$ cat src/rtl/block_code_scheduler.sv
// Job controller in front of the block-code decoder: round-robin job arbitration,
// one-shot decoder configuration, fixed-length symbol feed and tagged bit drain.
module block_code_scheduler #(
  parameter int DATA_WIDTH    = 8,
  parameter int NUM_SYMBOLS   = 20,
  parameter int DRAIN_TIMEOUT = 4096
) (
  input  logic                  clk,
  input  logic                  rst,
  input  logic [7:0]            req0_code_length,
  input  logic                  req0_valid,
  output logic                  req0_ready,
  input  logic [7:0]            req1_code_length,
  input  logic                  req1_valid,
  output logic                  req1_ready,
  input  logic [DATA_WIDTH-1:0] s0_axis_tdata,
  input  logic                  s0_axis_tvalid,
  input  logic                  s0_axis_tlast,
  output logic                  s0_axis_tready,
  input  logic [DATA_WIDTH-1:0] s1_axis_tdata,
  input  logic                  s1_axis_tvalid,
  input  logic                  s1_axis_tlast,
  output logic                  s1_axis_tready,
  output logic [7:0]            cfg_code_length,
  output logic                  cfg_code_length_valid,
  output logic [DATA_WIDTH-1:0] dec_s_axis_tdata,
  output logic                  dec_s_axis_tvalid,
  output logic                  dec_s_axis_tlast,
  input  logic                  dec_s_axis_tready,
  input  logic                  dec_m_axis_tdata,
  input  logic                  dec_m_axis_tvalid,
  input  logic                  dec_m_axis_tlast,
  output logic                  dec_m_axis_tready,
  output logic                  m_axis_tdata,
  output logic                  m_axis_tvalid,
  output logic                  m_axis_tlast,
  output logic                  m_axis_tuser,
  input  logic                  m_axis_tready,
  output logic                  busy,
  output logic                  cfg_err,
  output logic                  sym_err,
  output logic                  len_err,
  output logic                  timeout
);

  localparam int SYM_W = (NUM_SYMBOLS > 1) ? $clog2(NUM_SYMBOLS) : 1;
  localparam int WD_W  = (DRAIN_TIMEOUT > 1) ? $clog2(DRAIN_TIMEOUT) : 1;
  localparam logic [SYM_W-1:0] LAST_SYM = SYM_W'(NUM_SYMBOLS - 1);
  localparam logic [WD_W-1:0]  WD_LAST  = WD_W'((DRAIN_TIMEOUT > 0) ? DRAIN_TIMEOUT - 1 : 0);

  typedef enum logic [1:0] {IDLE, CFG, FEED, DRAIN} state_t;

  state_t           state_q;
  logic             rr_last_q;
  logic             id_q;
  logic [7:0]       cfg_len_q;
  logic             cfg_valid_q;
  logic [SYM_W-1:0] sym_cnt_q;
  logic [7:0]       bit_cnt_q;
  logic [WD_W-1:0]  wd_cnt_q;
  logic             cfg_err_q;
  logic             sym_err_q;
  logic             len_err_q;
  logic             timeout_q;

  logic                  grant_id;
  logic [7:0]            grant_len;
  logic                  len_ok;
  logic                  accept;
  logic                  in_feed;
  logic                  in_drain;
  logic                  up_valid;
  logic                  up_last;
  logic [DATA_WIDTH-1:0] up_data;
  logic                  sym_hs;
  logic                  sym_last;
  logic                  bit_hs;
  logic                  wd_hit;

  // On a tie the requester that did not win last time is granted.
  assign grant_id  = (req0_valid && req1_valid) ? ~rr_last_q : req1_valid;
  assign grant_len = grant_id ? req1_code_length : req0_code_length;
  assign len_ok    = (grant_len >= 8'd2) && (grant_len <= 8'd7);
  assign accept    = (state_q == IDLE) && (req0_valid || req1_valid) && !rst;
  assign req0_ready = accept && !grant_id;
  assign req1_ready = accept && grant_id;

  assign in_feed  = (state_q == FEED);
  assign in_drain = (state_q == DRAIN);

  assign up_valid = id_q ? s1_axis_tvalid : s0_axis_tvalid;
  assign up_last  = id_q ? s1_axis_tlast  : s0_axis_tlast;
  assign up_data  = id_q ? s1_axis_tdata  : s0_axis_tdata;
  assign sym_last = (sym_cnt_q == LAST_SYM);

  assign dec_s_axis_tvalid = in_feed && up_valid;
  assign dec_s_axis_tdata  = in_feed ? up_data : '0;
  assign dec_s_axis_tlast  = in_feed && sym_last;
  assign s0_axis_tready    = in_feed && !id_q && dec_s_axis_tready;
  assign s1_axis_tready    = in_feed && id_q && dec_s_axis_tready;
  assign sym_hs            = dec_s_axis_tvalid && dec_s_axis_tready;

  assign m_axis_tvalid     = in_drain && dec_m_axis_tvalid;
  assign m_axis_tdata      = in_drain && dec_m_axis_tdata;
  assign m_axis_tlast      = in_drain && dec_m_axis_tlast;
  assign m_axis_tuser      = id_q;
  assign dec_m_axis_tready = in_drain && m_axis_tready;
  assign bit_hs            = m_axis_tvalid && m_axis_tready;

  assign wd_hit = (DRAIN_TIMEOUT != 0) && (wd_cnt_q == WD_LAST);

  assign busy                  = (state_q != IDLE);
  assign cfg_code_length       = cfg_len_q;
  assign cfg_code_length_valid = cfg_valid_q;
  assign cfg_err               = cfg_err_q;
  assign sym_err               = sym_err_q;
  assign len_err               = len_err_q;
  assign timeout               = timeout_q;

  always_ff @(posedge clk) begin
    if (rst) begin
      state_q     <= IDLE;
      rr_last_q   <= 1'b1;
      id_q        <= 1'b0;
      cfg_len_q   <= 8'd0;
      cfg_valid_q <= 1'b0;
      sym_cnt_q   <= '0;
      bit_cnt_q   <= 8'd0;
      wd_cnt_q    <= '0;
      cfg_err_q   <= 1'b0;
      sym_err_q   <= 1'b0;
      len_err_q   <= 1'b0;
      timeout_q   <= 1'b0;
    end else begin
      cfg_valid_q <= 1'b0;
      cfg_err_q   <= 1'b0;
      sym_err_q   <= 1'b0;
      len_err_q   <= 1'b0;
      timeout_q   <= 1'b0;
      case (state_q)
        IDLE: begin
          if (accept) begin
            rr_last_q <= grant_id;
            id_q      <= grant_id;
            // Out-of-range lengths are consumed but never reach the decoder.
            if (len_ok) begin
              cfg_len_q   <= grant_len;
              cfg_valid_q <= 1'b1;
              state_q     <= CFG;
            end else begin
              cfg_err_q <= 1'b1;
            end
          end
        end
        CFG: state_q <= FEED;
        FEED: begin
          if (sym_hs) begin
            sym_err_q <= (up_last != sym_last);
            if (sym_last) begin
              sym_cnt_q <= '0;
              bit_cnt_q <= 8'd0;
              wd_cnt_q  <= '0;
              state_q   <= DRAIN;
            end else begin
              sym_cnt_q <= sym_cnt_q + SYM_W'(1);
            end
          end
        end
        DRAIN: begin
          if (bit_hs && dec_m_axis_tlast) begin
            len_err_q <= (({1'b0, bit_cnt_q} + 9'd1) != {1'b0, cfg_len_q});
            bit_cnt_q <= 8'd0;
            wd_cnt_q  <= '0;
            state_q   <= IDLE;
          end else begin
            if (bit_hs) bit_cnt_q <= bit_cnt_q + 8'd1;
            if (wd_hit) begin
              timeout_q <= 1'b1;
              bit_cnt_q <= 8'd0;
              wd_cnt_q  <= '0;
              state_q   <= IDLE;
            end else begin
              wd_cnt_q <= wd_cnt_q + WD_W'(1);
            end
          end
        end
        default: state_q <= IDLE;
      endcase
    end
  end

endmodule

$ cat config.mk
export PLATFORM = sky130hd
export DESIGN_NAME = block_code_scheduler
export DESIGN_NICKNAME = d
export VERILOG_FILES = /design/src/rtl/block_code_scheduler.sv
export SDC_FILE = /design/constraint.sdc
export NUM_CORES = 1
export LEC_CHECK = 0
export ABC_CLOCK_PERIOD_IN_PS = 2300
export CORE_MARGIN = 2
export CORE_UTILIZATION = 34
export DETAILED_ROUTE_END_ITERATION = 6
export SLEW_MARGIN = 20
export SYNTH_ARGS = -nofsm -noshare
export SYNTH_HDL_FRONTEND = slang
export SYNTH_SLANG_ARGS = --single-unit
$ cat constraint.sdc
create_clock -name clk -period 2.3 [get_ports clk]
set_clock_uncertainty 0.2 [all_clocks]
set_input_delay 0.69 -clock clk [delete_from_list [all_inputs] [get_ports clk]]
set_output_delay 0.69 -clock clk [all_outputs]
set_load 0.1 [all_outputs]
### Word level (Yosys, flattened, before mapping)

Cells that the tools add are included.

| operators by class | value |
|---|---|
| add/sub/neg operators | 4 |
| bitwise operators | 7 |
| $lt $le $gt $ge | 2 |
| eq/ne operators | 13 |
| mux-type cells | 28 |
| reductions and logical operators | 36 |

Operators by type and width:

| kind | count |
|---|---|
| 8-bit 2-to-1 mux | 8 |
| 12-bit 2-to-1 mux | 4 |
| 12-bit one-hot mux with 2 select lines | 1 |
| 1-bit logical AND | 19 |
| 8-bit one-hot mux with 2 select lines | 1 |
| 12-bit by 1-bit adder with 12-bit output (second input constant) | 1 |
| 12-bit equality test (second input constant) | 1 |
| 2-bit 2-to-1 mux | 6 |
| 3-bit OR reduction | 4 |
| 8-bit by 1-bit adder with 9-bit output (second input constant) | 1 |
| 9-bit by 8-bit != test with 1-bit output | 1 |
| 8-bit by 1-bit adder with 8-bit output (second input constant) | 1 |
| 8-bit by 2-bit greater-or-equal comparator with 1-bit output (second input constant) | 1 |
| 8-bit by 3-bit less-or-equal comparator with 1-bit output (second input constant) | 1 |
| 2-bit one-hot mux with 4 select lines | 1 |
| 1-bit NOT | 7 |
| 1-bit 2-to-1 mux | 6 |
| 3-bit AND reduction | 2 |
| 5-bit by 1-bit adder with 5-bit output (second input constant) | 1 |
| 5-bit equality test (second input constant) | 1 |
| 5-bit 2-to-1 mux | 1 |
| 5-bit AND reduction | 1 |
| 2-bit equality test (second input constant) | 2 |
| 2-bit by 1-bit != test with 1-bit output (second input constant) | 2 |
| 11 further kinds | 16 |

| word-level totals | value |
|---|---|
| register bits | 42 |
| input bits | 45 |
| output and inout bits | 33 |
| logic and storage cells | 102 |

### Longest topological paths before layout

| logic depth | value |
|---|---|
| depth in word-level cells | 8 |
| depth in mapped cells | 8 |

### Least setup slack after synthesis

OpenSTA, ideal clock, no wires.

| path | value |
|---|---|
| kind | register -> output |
| start | register id_q, in the netlist m_axis_tuser |
| end | output dec_s_axis_tdata[0] |
| data required time | 1.410 ns |
| buffers on the path | 1 |
| cell stages (with the launch flop) | 4 |
| data arrival time | 2.881 ns |
| setup slack | -1.471 ns |
| cells stage by stage | dfxtp_1 -> buf_1 -> mux2i_1 -> nor2_1 |

| on the way | value |
|---|---|
| cells in the longest elaborated chain, start to end | 2 |

Ends and longest elaborated chain:

| item | RTL line | RTL |
|---|---|---|
| start: declaration | 55 | `logic id_q;` |
| start signal: assignment | 144 | `id_q <= grant_id;` |
| 8-bit 2-to-1 mux | 93 | `assign up_data = id_q ? s1_axis_tdata : s0_axis_tdata;` |
| 8-bit 2-to-1 mux | 97 | `assign dec_s_axis_tdata = in_feed ? up_data : '0;` |
| end: declaration | 26 | `output logic [DATA_WIDTH-1:0] dec_s_axis_tdata,` |

No other way between the ends.

### Worst setup path in the final report

| path | value |
|---|---|
| start | input rst |
| end | output req0_ready |

| on the way | value |
|---|---|
| cells in the longest elaborated chain, start to end | 3 |

Ends and longest elaborated chain:

| item | RTL line | RTL |
|---|---|---|
| start: declaration | 9 | `input logic rst,` |
| 1-bit logical NOT | 84 | `assign accept = (state_q == IDLE) && (req0_valid \|\| req1_valid) && !rst;` |
| 1-bit logical AND | 84 |  |
| 1-bit logical AND | 85 | `assign req0_ready = accept && !grant_id;` |
| end: declaration | 12 | `output logic req0_ready,` |

No other way between the ends.

==> metrics list <==
- Setup violations remaining at the end of the flow were counted as 12.
- Final net count: 485
- Post-synth net total: 335
- Length of the first detailed-routing pass in iterations: 4
* Async SR Flop Fraction: 0%
- RR Startpoint: state_q[1]$_SDFFE_PP0P_
- DP HPWL: 5320 um
- The startpoint identified for the worst hold timing path is wd_cnt_q[6]$_SDFFE_PP0P_.
* Starting density of the core: 35.7%
- Floorplan die width: 88.9 um
* Status: finished, violations left
- Timing analysis after detailed placement gives a worst setup slack of -0.515 ns.
- Length in cells of the worst reg-to-reg path: 14
- The worst hold path passes through 2 cells.
- The tree built by TritonCTS fans out to 42 sinks.
- Buffers on Ports: 77
- Proportion of netlist area held by the largest area contributor: 34.3%
* Sequential area share after synthesis: 34.3%
- The first routing iteration left 45 violations.
- Routed vias: 2642
* Synth area leaders: dfxtp_1 34%, mux2i_1 7.3%, nor2_1 4.9%
- At the pin with the least slew margin, the transition time is 0.456 ns.
* Post-synthesis cell area: 2450 um2
* Main combinational cell family by area after synthesis: simple AND/OR/NAND/NOR gates
- Total power per unit cell area: 500 nW/um2
- The critical path is of the primary input to output pin type.
* Parity-gate share of the synthesized area counting xor and xnor cells: 6.07%
* Arrival time at the worst endpoint: 1.55 ns
* Final estimated routing congestion in global placement: 0.822
* Area fraction in compound gates after synthesis: 16.8%
- Global-route wire length before repair: 11800 um
- The worst setup path is launched from a primary input.
- Number of global-route vias before repair: 2546
- Seq cells post-synth: 42
- Setup repair after global routing could not meet its margin everywhere.
- For this run, design rule violations remaining after detail routing come to 0.
- After synthesis, the most frequently instantiated cells are 42 x dfxtp_1, 32 x nor2_1, 20 x nand2_1.
- Proportion of layout cells with a drive suffix above 1: 41.1%
- Final min period: 2.44 ns
- The number of antenna diodes in the final layout is 0.
- Most used standard cell by instance count after synthesis: dfxtp_1
- The core region is 6870 um2.
* Library cell with the largest summed area after synthesis: dfxtp_1
- The completed layout was analyzed and its total power is 2300 uW.
* Pin count of the biggest net entering global routing: 14
* H-tree depth reported by CTS: 2
* Endpoint of the most critical register-to-register path: rr_last_q$_SDFFE_PP1P_
* Required @ worst endpoint: 1.41 ns
- Final count of hold timing violations: 0
- Number of antenna-violating nets in the routed design: 0
- Summed over all layers, the routed wires come to 7480 um.
* Hold Crit Class: flip-flop to flip-flop
- In this run the tightest slew margin relative to its limit is 69.5%.
- Averaged over all synthesized cells, the footprint is 8.64 um2.
- Post-synthesis to final-layout area growth: 87.1%
- 78 I/O pins were placed.
- Leaving out filler cells and counting taps, the final layout contains 531.
- Of all nets on the critical path, the largest fanout is 2.
- Post-CTS clock slew at the launch and capture registers of the worst setup and hold paths: 0.09 ns
- For this run the aggregate overflow at the end of global routing stands at 0.
- The cell sitting at the root of the clock tree is a clkbuf_8.
- Area enclosed by the die boundary: 7910 um2
- VDD sags by at most 0.000372 V.
* Number of placed instances, taps included: 493
- Share of cell area taken by muxes after synthesis: 7.96%
* Max frequency: 410 MHz
- The synthesized design contains 0 enable-type register cells.
* Number of standard-cell rows in the floorplan: 30
* Share of synthesized cell area in and, or, nand and nor gates: 28.1%
- R2R Setup Slk: -0.06 ns
- After detailed routing, the average wire length per cell comes to 14.1 um.
- The tool flagged a number of max-cap violations equal to 0.
- The analysis attributes to cell leakage a power of 0.00182 uW.
- Adder-cell share of the synthesized area: 3.06%
* Final period utilization: 106%
- After detailed routing, the number of vias per cell comes to 4.98.
- Total routing resource utilization after global routing: 18.7%
- For this run, the number of Yosys warnings is 0.
- The number of antenna violations at the first check in global routing is 0.
* Post-synth top flop: dfxtp_1
- Worst-case setup margin in the final layout: -0.137 ns
* Violations in the final reports: negative setup slack
* Number of buffers inserted during clock tree synthesis: 5
- Count of distinct cell types in the synthesized netlist: 54
- The die is 88.9 um tall.
- The clock passes through at most 2 buffers.
- TritonCTS built the clock tree.
- The total count of max-transition violations in the final report was 0.
* Hold endpoint: wd_cnt_q[6]$_SDFFE_PP0P_
- # hold bufs at CTS: 0
* Clock insertion delay at the later pin of the skew report: 0.30 ns
* Gate count of the mapped netlist: 284
- The worst setup path is captured at an output pin.
## metal layers
metal | vias to the layer above | track usage, % | share of wire [%]
li1 | 1323 | - | -
met1 | 1251 | 24.0 | 43
met2 | 56 | 32.6 | 52
met3 | 12 | 3.32 | 3.9
met4 | 0 | 5.02 | 1.3
met5 | - | 0 | 0
## per-stage QoR
stage | cell area [um2] | setup TNS (ns) | util, % | hold WS, ns
2_1_floorplan | 2570 | -0.133 | - | 0.258
3_3_place_gp | 4070 | -12.25 | 59.3 | 0.286
3_5_place_dp | 4070 | -12.82 | 59.3 | 0.303
4_1_cts | 4410 | -1.15 | 64.2 | 0.312
5_1_grt | 4590 | -1.34 | 66.8 | 0.339
6_report | 4590 | -0.650 | 66.8 | 0.322
## worst max-delay path, stage by stage
cell	delay (ns)
clkdlybuf4s15_2	0.20
or3_4	0.40
clkinvlp_4	0.09
buf_12	0.16
## repair_timing
item	4_1_cts	5_1_grt
endpoints found under the setup margin	30	20
gates resized for setup	76	16
cloned	0	1
endpoints found under the hold margin	0	0
setup buffers	16	13
pin swaps	15	11
## cell families after synthesis
group / after synthesis
buffers and inverters: 21
muxes: 19
xor gates and xnor gates: 17
DFF: 42
AOI/OAI and AO/OA: 57
and+or+nand+nor: 122
adders and majority gates: 6
## layout by cell type, fill, tap and decap left out, types with 3 or more instances in the layout
cell type and count:
buf_6 7, ha_1 3, nor2_1 23, and2_1 5
mux2i_1 10, and2_4 4, buf_4 66, nand2b_1 5
nor2_4 9, nor3_1 12, o21ai_0 10, buf_12 35
dfxtp_2 4, mux2i_4 5, nand4_1 3, dlygate4sd2_1 21
a21oi_1 18, xnor2_1 12, xor2_1 5, clkinvlp_4 4
nand3_1 10, mux2i_2 3, and3_1 4, clkbuf_8 5
a31oi_1 7, inv_1 5, dfxtp_1 37, ha_4 3
nor2b_1 4, clkdlybuf4s50_1 18, nor4_4 4, nand2_1 18
## cell type report
type | count | area [um2]
clock buffer | 7 | 97.6
clock inverter | 1 | 7.51
fill | 543 | 2280
inverter | 12 | 73.8
multi-input combinational | 221 | 1750
sequential | 42 | 850
tap | 96 | 120
timing repair buffer | 151 | 1680
timing repair inverter | 1 | 11.3
## sequential cells by signal (all words and copies together), names as in the netlist, 2 cells and up
| name | flops |
|---|---|
| state_q | 2 |
| sym_cnt_q | 5 |
| bit_cnt_q | 8 |
| cfg_code_length | 8 |
| wd_cnt_q | 12 |
## worst max path at each step
| stage | startpoint | to | slack [ns] | cells past startpoint |
|---|---|---|---|---|
| final | rst | req0_ready | -0.14 | 4 |
| after global routing | state_q[1]$_SDFFE_PP0P_ | req0_ready | -0.17 | 6 |
| after CTS | state_q[0]$_SDFFE_PP0P_ | req0_ready | -0.16 | 6 |
| after detailed placement | req1_valid | req0_ready | -0.51 | 5 |
| after global placement | req1_valid | req0_ready | -0.49 | 5 |
| after floorplan | req1_valid | req0_ready | -0.11 | 3 |
## report_power, final
part	leakage [uW]	switching [uW]	internal, uW
Combinational	0.00143	485	470
Clock	0.0000496	274	281
Sequential	0.000342	33.5	752
Total	0.00182	793	1500
No activity file was read; power rests on OpenSTA's default activity.
